===== config.mk =====
export PLATFORM = sky130hd
export DESIGN_NAME = cpu_run_controller_flat
export DESIGN_NICKNAME = d
export VERILOG_FILES = /design/src/rtl/cpu_run_controller_if.sv /design/src/rtl/cpu_run_controller.sv /design/src/flat_wrapper.sv
export SDC_FILE = /design/constraint.sdc
export NUM_CORES = 1
export LEC_CHECK = 0
export ABC_AREA = 1
export CAP_MARGIN = 15
export CORE_MARGIN = 5
export CORE_UTILIZATION = 52
export DETAILED_ROUTE_END_ITERATION = 7
export PLACE_DENSITY = 0.93
export SYNTH_ARGS = -nofsm -noshare
export SYNTH_HDL_FRONTEND = slang
export SYNTH_SLANG_ARGS = --single-unit

===== constraint.sdc =====
create_clock -name clk -period 3.1 [get_ports clk]
set_input_delay 0.775 -clock clk [delete_from_list [all_inputs] [get_ports clk]]
set_output_delay 0.775 -clock clk [all_outputs]
set_load 0.01 [all_outputs]

===== src/rtl/cpu_run_controller_if.sv =====
// Dump-port bundle: one word plus address and last flag, moved by a valid/ready handshake.
// The controller drives the word (master); the consumer returns ready (slave).
interface cpu_run_controller_if #(
   parameter int ADDR_W = 9,
   parameter int DATA_W = 32
);
   logic              valid;
   logic              ready;
   logic [ADDR_W-1:0] addr;
   logic [DATA_W-1:0] data;
   logic              last;

   modport master (output valid, addr, data, last, input ready);
   modport slave  (input valid, addr, data, last, output ready);
endinterface


===== src/rtl/cpu_run_controller.sv =====
// Run/halt sequencer for the pipelined CPU: counts run cycles, halts on finish or timeout,
// then owns the data memory read port and streams every word out on the dump interface.
module cpu_run_controller #(
   parameter int DEPTH   = 512,
   parameter int ADDR_W  = 9,
   parameter int DATA_W  = 32,
   parameter int CYC_W   = 32,
   parameter int TIMEOUT = 300
) (
   input  logic                 clk,
   input  logic                 rst_n,
   input  logic                 start,
   input  logic                 finish_in,
   output logic                 cpu_en,
   output logic                 mem_sel,
   output logic [ADDR_W-1:0]    mem_raddr,
   input  logic [DATA_W-1:0]    mem_rdata,
   cpu_run_controller_if.master dump,
   output logic [CYC_W-1:0]     cycle_count,
   output logic                 done,
   output logic                 timed_out
);
   typedef enum logic [2:0] {IDLE, RUN, DUMP_RD, DUMP_CAP, DUMP_OUT, DONE} state_t;

   localparam logic [ADDR_W-1:0] LAST_IDX    = ADDR_W'(DEPTH - 1);
   localparam logic [CYC_W-1:0]  TIMEOUT_CNT = CYC_W'(TIMEOUT);

   state_t            state, state_nxt;
   logic [ADDR_W-1:0] idx;
   logic [ADDR_W-1:0] dump_addr_q;
   logic [DATA_W-1:0] dump_data_q;
   logic              is_last;
   logic              hit_timeout;

   assign is_last     = (idx == LAST_IDX);
   assign hit_timeout = (cycle_count + CYC_W'(1) == TIMEOUT_CNT);
   assign mem_raddr   = idx;
   assign dump.addr   = dump_addr_q;
   assign dump.data   = dump_data_q;

   always_ff @(posedge clk or negedge rst_n) begin
      if (!rst_n) state <= IDLE;
      else        state <= state_nxt;
   end

   // NOTE: every output and next-state term gets a default first, so no path can infer a latch.
   always_comb begin
      state_nxt  = state;
      cpu_en     = 1'b0;
      mem_sel    = 1'b0;
      dump.valid = 1'b0;
      dump.last  = 1'b0;
      done       = 1'b0;
      case (state)
         IDLE: if (start) state_nxt = RUN;
         RUN: begin
            cpu_en = 1'b1;
            if (finish_in || hit_timeout) state_nxt = DUMP_RD;
         end
         DUMP_RD: begin
            mem_sel   = 1'b1;
            state_nxt = DUMP_CAP;
         end
         DUMP_CAP: begin
            mem_sel   = 1'b1;
            state_nxt = DUMP_OUT;
         end
         DUMP_OUT: begin
            mem_sel    = 1'b1;
            dump.valid = 1'b1;
            dump.last  = is_last;
            if (dump.ready) state_nxt = is_last ? DONE : DUMP_RD;
         end
         DONE: begin
            mem_sel = 1'b1;
            done    = 1'b1;
         end
         default: state_nxt = IDLE;
      endcase
   end

   // NOTE: datapath registers use non-blocking assignments and clear on the async reset so no
   // stale word or count is visible after rst_n.
   always_ff @(posedge clk or negedge rst_n) begin
      if (!rst_n) begin
         idx         <= '0;
         cycle_count <= '0;
         timed_out   <= 1'b0;
         dump_addr_q <= '0;
         dump_data_q <= '0;
      end else begin
         case (state)
            IDLE: if (start) begin
               idx         <= '0;
               cycle_count <= '0;
               timed_out   <= 1'b0;
            end
            RUN: begin
               if (cycle_count != '1) cycle_count <= cycle_count + CYC_W'(1);
               // finish_in wins a tie with the timeout
               if (!finish_in && hit_timeout) timed_out <= 1'b1;
            end
            DUMP_CAP: begin
               dump_data_q <= mem_rdata;
               dump_addr_q <= idx;
            end
            DUMP_OUT: if (dump.ready && !is_last) idx <= idx + ADDR_W'(1);
            default: ;
         endcase
      end
   end
endmodule


===== src/flat_wrapper.sv =====
// flat-port wrapper written by rule: the top's interface ports become plain ports
module cpu_run_controller_flat 
#(
   parameter int DEPTH   = 512,
   parameter int ADDR_W  = 9,
   parameter int DATA_W  = 32,
   parameter int CYC_W   = 32,
   parameter int TIMEOUT = 300
)
  (clk, rst_n, start, finish_in, cpu_en, mem_sel, mem_raddr, mem_rdata, cycle_count, done, timed_out, dump_valid, dump_addr, dump_data, dump_last, dump_ready);
  cpu_run_controller_if #(.ADDR_W(ADDR_W), .DATA_W(DATA_W)) dump_i ();
  input  logic clk;
  input  logic rst_n;
  input  logic start;
  input  logic finish_in;
  output logic cpu_en;
  output logic mem_sel;
  output logic [ADDR_W-1:0] mem_raddr;
  input  logic [DATA_W-1:0] mem_rdata;
  output logic [CYC_W-1:0] cycle_count;
  output logic done;
  output logic timed_out;
  output wire logic [$bits(dump_i.valid)-1:0] dump_valid;
  output wire logic [$bits(dump_i.addr)-1:0] dump_addr;
  output wire logic [$bits(dump_i.data)-1:0] dump_data;
  output wire logic [$bits(dump_i.last)-1:0] dump_last;
  input wire logic [$bits(dump_i.ready)-1:0] dump_ready;
  assign dump_valid = dump_i.valid;
  assign dump_addr = dump_i.addr;
  assign dump_data = dump_i.data;
  assign dump_last = dump_i.last;
  assign dump_i.ready = dump_ready;
  cpu_run_controller #(.DEPTH(DEPTH), .ADDR_W(ADDR_W), .DATA_W(DATA_W), .CYC_W(CYC_W), .TIMEOUT(TIMEOUT)) u_core (.clk(clk), .rst_n(rst_n), .start(start), .finish_in(finish_in), .cpu_en(cpu_en), .mem_sel(mem_sel), .mem_raddr(mem_raddr), .mem_rdata(mem_rdata), .dump(dump_i), .cycle_count(cycle_count), .done(done), .timed_out(timed_out));
endmodule

==> impl_metrics.json <==
{
  "synth_common_cells": "nand2_1, dfrtp_1, inv_1, nor2_1, o21ai_0",
  "htreeDepth": 3,
  "critPathKind": "flip-flop to primary output",
  "vias": 4407,
  "drc": 0,
  "fin_nets": 742,
  "status": "finished clean",
  "synthToLayoutAreaGrowth_pct": 35.7,
  "syn_nets": 612,
  "dieArea_um2": 10700,
  "clock_sinks": 86,
  "ys_ff_latch": 86,
  "yosysTopAreaCell": "dfrtp_1",
  "cts_tree": "yes",
  "final-seq-area_um2": 2150,
  "synth_cell_types": 30,
  "power.leakage_uw": 0.00268,
  "grt.overflow.total": 0,
  "period_share_pct": 91.7,
  "hold_viol": 0,
  "swShare_pct": 35.4,
  "nFillCells": 630,
  "synth-edff-count": 0,
  "grt_pass1_wl_mm": 21.6,
  "synth_top_cell_area_share_pct": 47.3,
  "cts_max_path_buffers": 2,
  "grt_use_total_pct": 24.0,
  "async_flop_share_pct": 100,
  "synth.most_common_cell": "nand2_1",
  "slew_headroom_pct": 40.5,
  "antenna_found_initial": 0,
  "syn-cell-area_um2": 4550,
  "clk_pin_slew_ns": 0.09,
  "crit_path_end_kind": "primary output",
  "gp_congestion": 0.947,
  "power.switching_uw": 1540,
  "skew_ns": 0.00548,
  "synth_warnings": 0,
  "final.setup.tns_ns": 0,
  "post-route-min-period_ns": 2.84,
  "clkLatencyLatePin_ns": 0.36,
  "multi_input_area_um2": 2090,
  "cts_made_buffers": 9,
  "timing.fmax_mhz": 352,
  "portBuffers": 124,
  "die_w_um": 104,
  "start_util_pct": 52.7,
  "worstSetupStartpointType": "flip-flop",
  "ys.flop_type": "dfrtp_1",
  "drtPass1Iterations": 5,
  "wl_mm": 12.7,
  "ios": 125,
  "intPower_uw": 2810,
  "max_slew.worst_pin.slew_ns": 0.893,
  "root_buffer": "clkbuf_8",
  "powerDensity_nw_per_um2": 706,
  "syn_inst": 571,
  "grt_pass1_vias": 4622,
  "layout_setup_ws_ns": 0.259,
  "synthTopCellsByArea": "dfrtp_1, nand2_1, mux2_2",
  "drtIter0Drc": 228,
  "r2r_cells": 10,
  "pwr-share-comb_pct": 42.2,
  "ys_seq_area_share_pct": 47.3,
  "slew_violations": 0,
  "holdCritPathClass": "input pin to async pin",
  "irDropWorstVdd_mv": 0.581,
  "p_seq_share_pct": 37.3,
  "crit_required_ns": 2.32,
  "place_ws_ns": 0.290,
  "vias_per_cell": 5.41,
  "wl_per_cell_um": 15.6,
  "grt_start_max_net_pins": 51,
  "pwr-share-clk_pct": 20.4,
  "worst_ep_arrival_time_ns": 2.07,
  "critPathMaxFanout": 3,
  "ant_nets": 0,
  "rows": 34,
  "hpwl_mm": 9.81,
  "coreArea_um2": 8640,
  "drive_above_1_share_pct": 11.0,
  "rsz0062_at_grt": "no",
  "finalPower_uw": 4360,
  "num_antenna_cells": 0,
  "die_y_um": 104,
  "syn_area_per_cell_um2": 7.97,
  "setup_viol": 0,
  "maxCapViolations": 0
}
-- area by class of cell --
cell class	count	share of cell area, %
clock buffers	10	2.07
clock inverters	6	1.50
inverters	76	4.62
multi-input cells	399	33.9
flip-flops and latches	86	34.9
well taps	108	2.19
repair buffers	129	20.9
-- what timing repair did --
action                     in CTS  in global routing
setup endpoints to repair       1                  0
hold buffers                    0                  0
gates resized for setup         4                  0
buffers inserted                0                  0
-- registers in the layout, summed over array words and instances, names as in the netlist --
register,cells
u_core.timed_out,1
u_core.state,3
u_core.mem_raddr,9
u_core.dump.data,32
u_core.dump.addr,9
u_core.cycle_count,32
-- routing by layer --
metal / part of all wire (%) / vias to the layer above / global-route usage [%] / routed length (um)
met3: 11 / 31 / 8.15 / 1370
met4: 2.5 / 0 / 10.2 / 315
met1: 37 / 2052 / 27.4 / 4730
met2: 49 / 226 / 40.9 / 6280
li1: - / 2098 / - / -
met5: 0 / - / 0 / 0
-- power groups by stage --
stage                     Clock [uW]  Combinational [uW]  Sequential [uW]
after floorplan                    0                 776             1740
after global placement             0                1790             1610
after detailed placement           0                1840             1650
after CTS                        902                1850             1630
after global routing             954                1980             1670
final                            891                1840             1630
-- worst max-delay path, stage by stage, from the launching register on --
cell and delay, ns:
dfrtp_1 0.40, ha_1 0.18, inv_1 0.05, nor3_1 0.18
inv_1 0.10, nor2_1 0.15, ha_2 0.23, inv_1 0.06
nor2_1 0.09, dlygate4sd2_1 0.28
-- through the flow --
stage	cells	area [um2]	util, %	hold WS (ns)
6_report	814	6170	71.5	0.436
5_1_grt	814	6170	71.5	0.499
4_1_cts	814	6170	71.5	0.462
3_5_place_dp	798	5940	68.8	0.473
3_3_place_gp	798	5940	68.8	0.471
2_1_floorplan	571	4550	-	0.479
-- placed cells by master (no fill, tap or decap), types with 3 or more instances in the layout --
cell | Yosys | routed
nor2_1 | 61 | 61
nor2_4 | 6 | 6
a21oi_1 | 7 | 7
nand4_1 | 6 | 6
nor2_2 | 4 | 4
buf_4 | 0 | 5
o21ai_1 | 5 | 5
ha_1 | 4 | 3
nand2_2 | 6 | 6
clkbuf_8 | 0 | 9
nand2_1 | 165 | 165
o21ai_0 | 39 | 39
nor3_1 | 8 | 8
mux2_2 | 32 | 32
o22ai_1 | 12 | 12
clkdlybuf4s50_1 | 0 | 122
dfrtp_1 | 86 | 86
inv_1 | 74 | 74
nand3_1 | 31 | 30
-- final timing paths --
kind	startpoint	end	slack, ns
max	u_core.mem_raddr[1]	dump_last	0.26
min	rst_n	u_core.cycle_count[6]	0.44
max reg2reg	u_core.cycle_count[0]	u_core.cycle_count[9]	0.68
min reg2reg	u_core.dump.addr[7]	u_core.dump.addr[7]	0.49
max in group asynchronous	rst_n	u_core.dump.data[6]	2.04
min in group clk	u_core.dump.addr[7]	u_core.dump.addr[7]	0.49
-- logic make-up after synthesis --
kind of cell	Yosys count	synth area share (%)
AO/OA/AOI/OAI	66	7.76
XOR/XNOR	2	0.385
flip-flops	86	47.3
AND/OR/NAND/NOR	295	28.4
adder cells (fa/ha/maj)	4	1.10
multiplexers	32	7.92
buffers and inverters	86	7.15
Note: power is estimated with default switching activity, not from simulation.
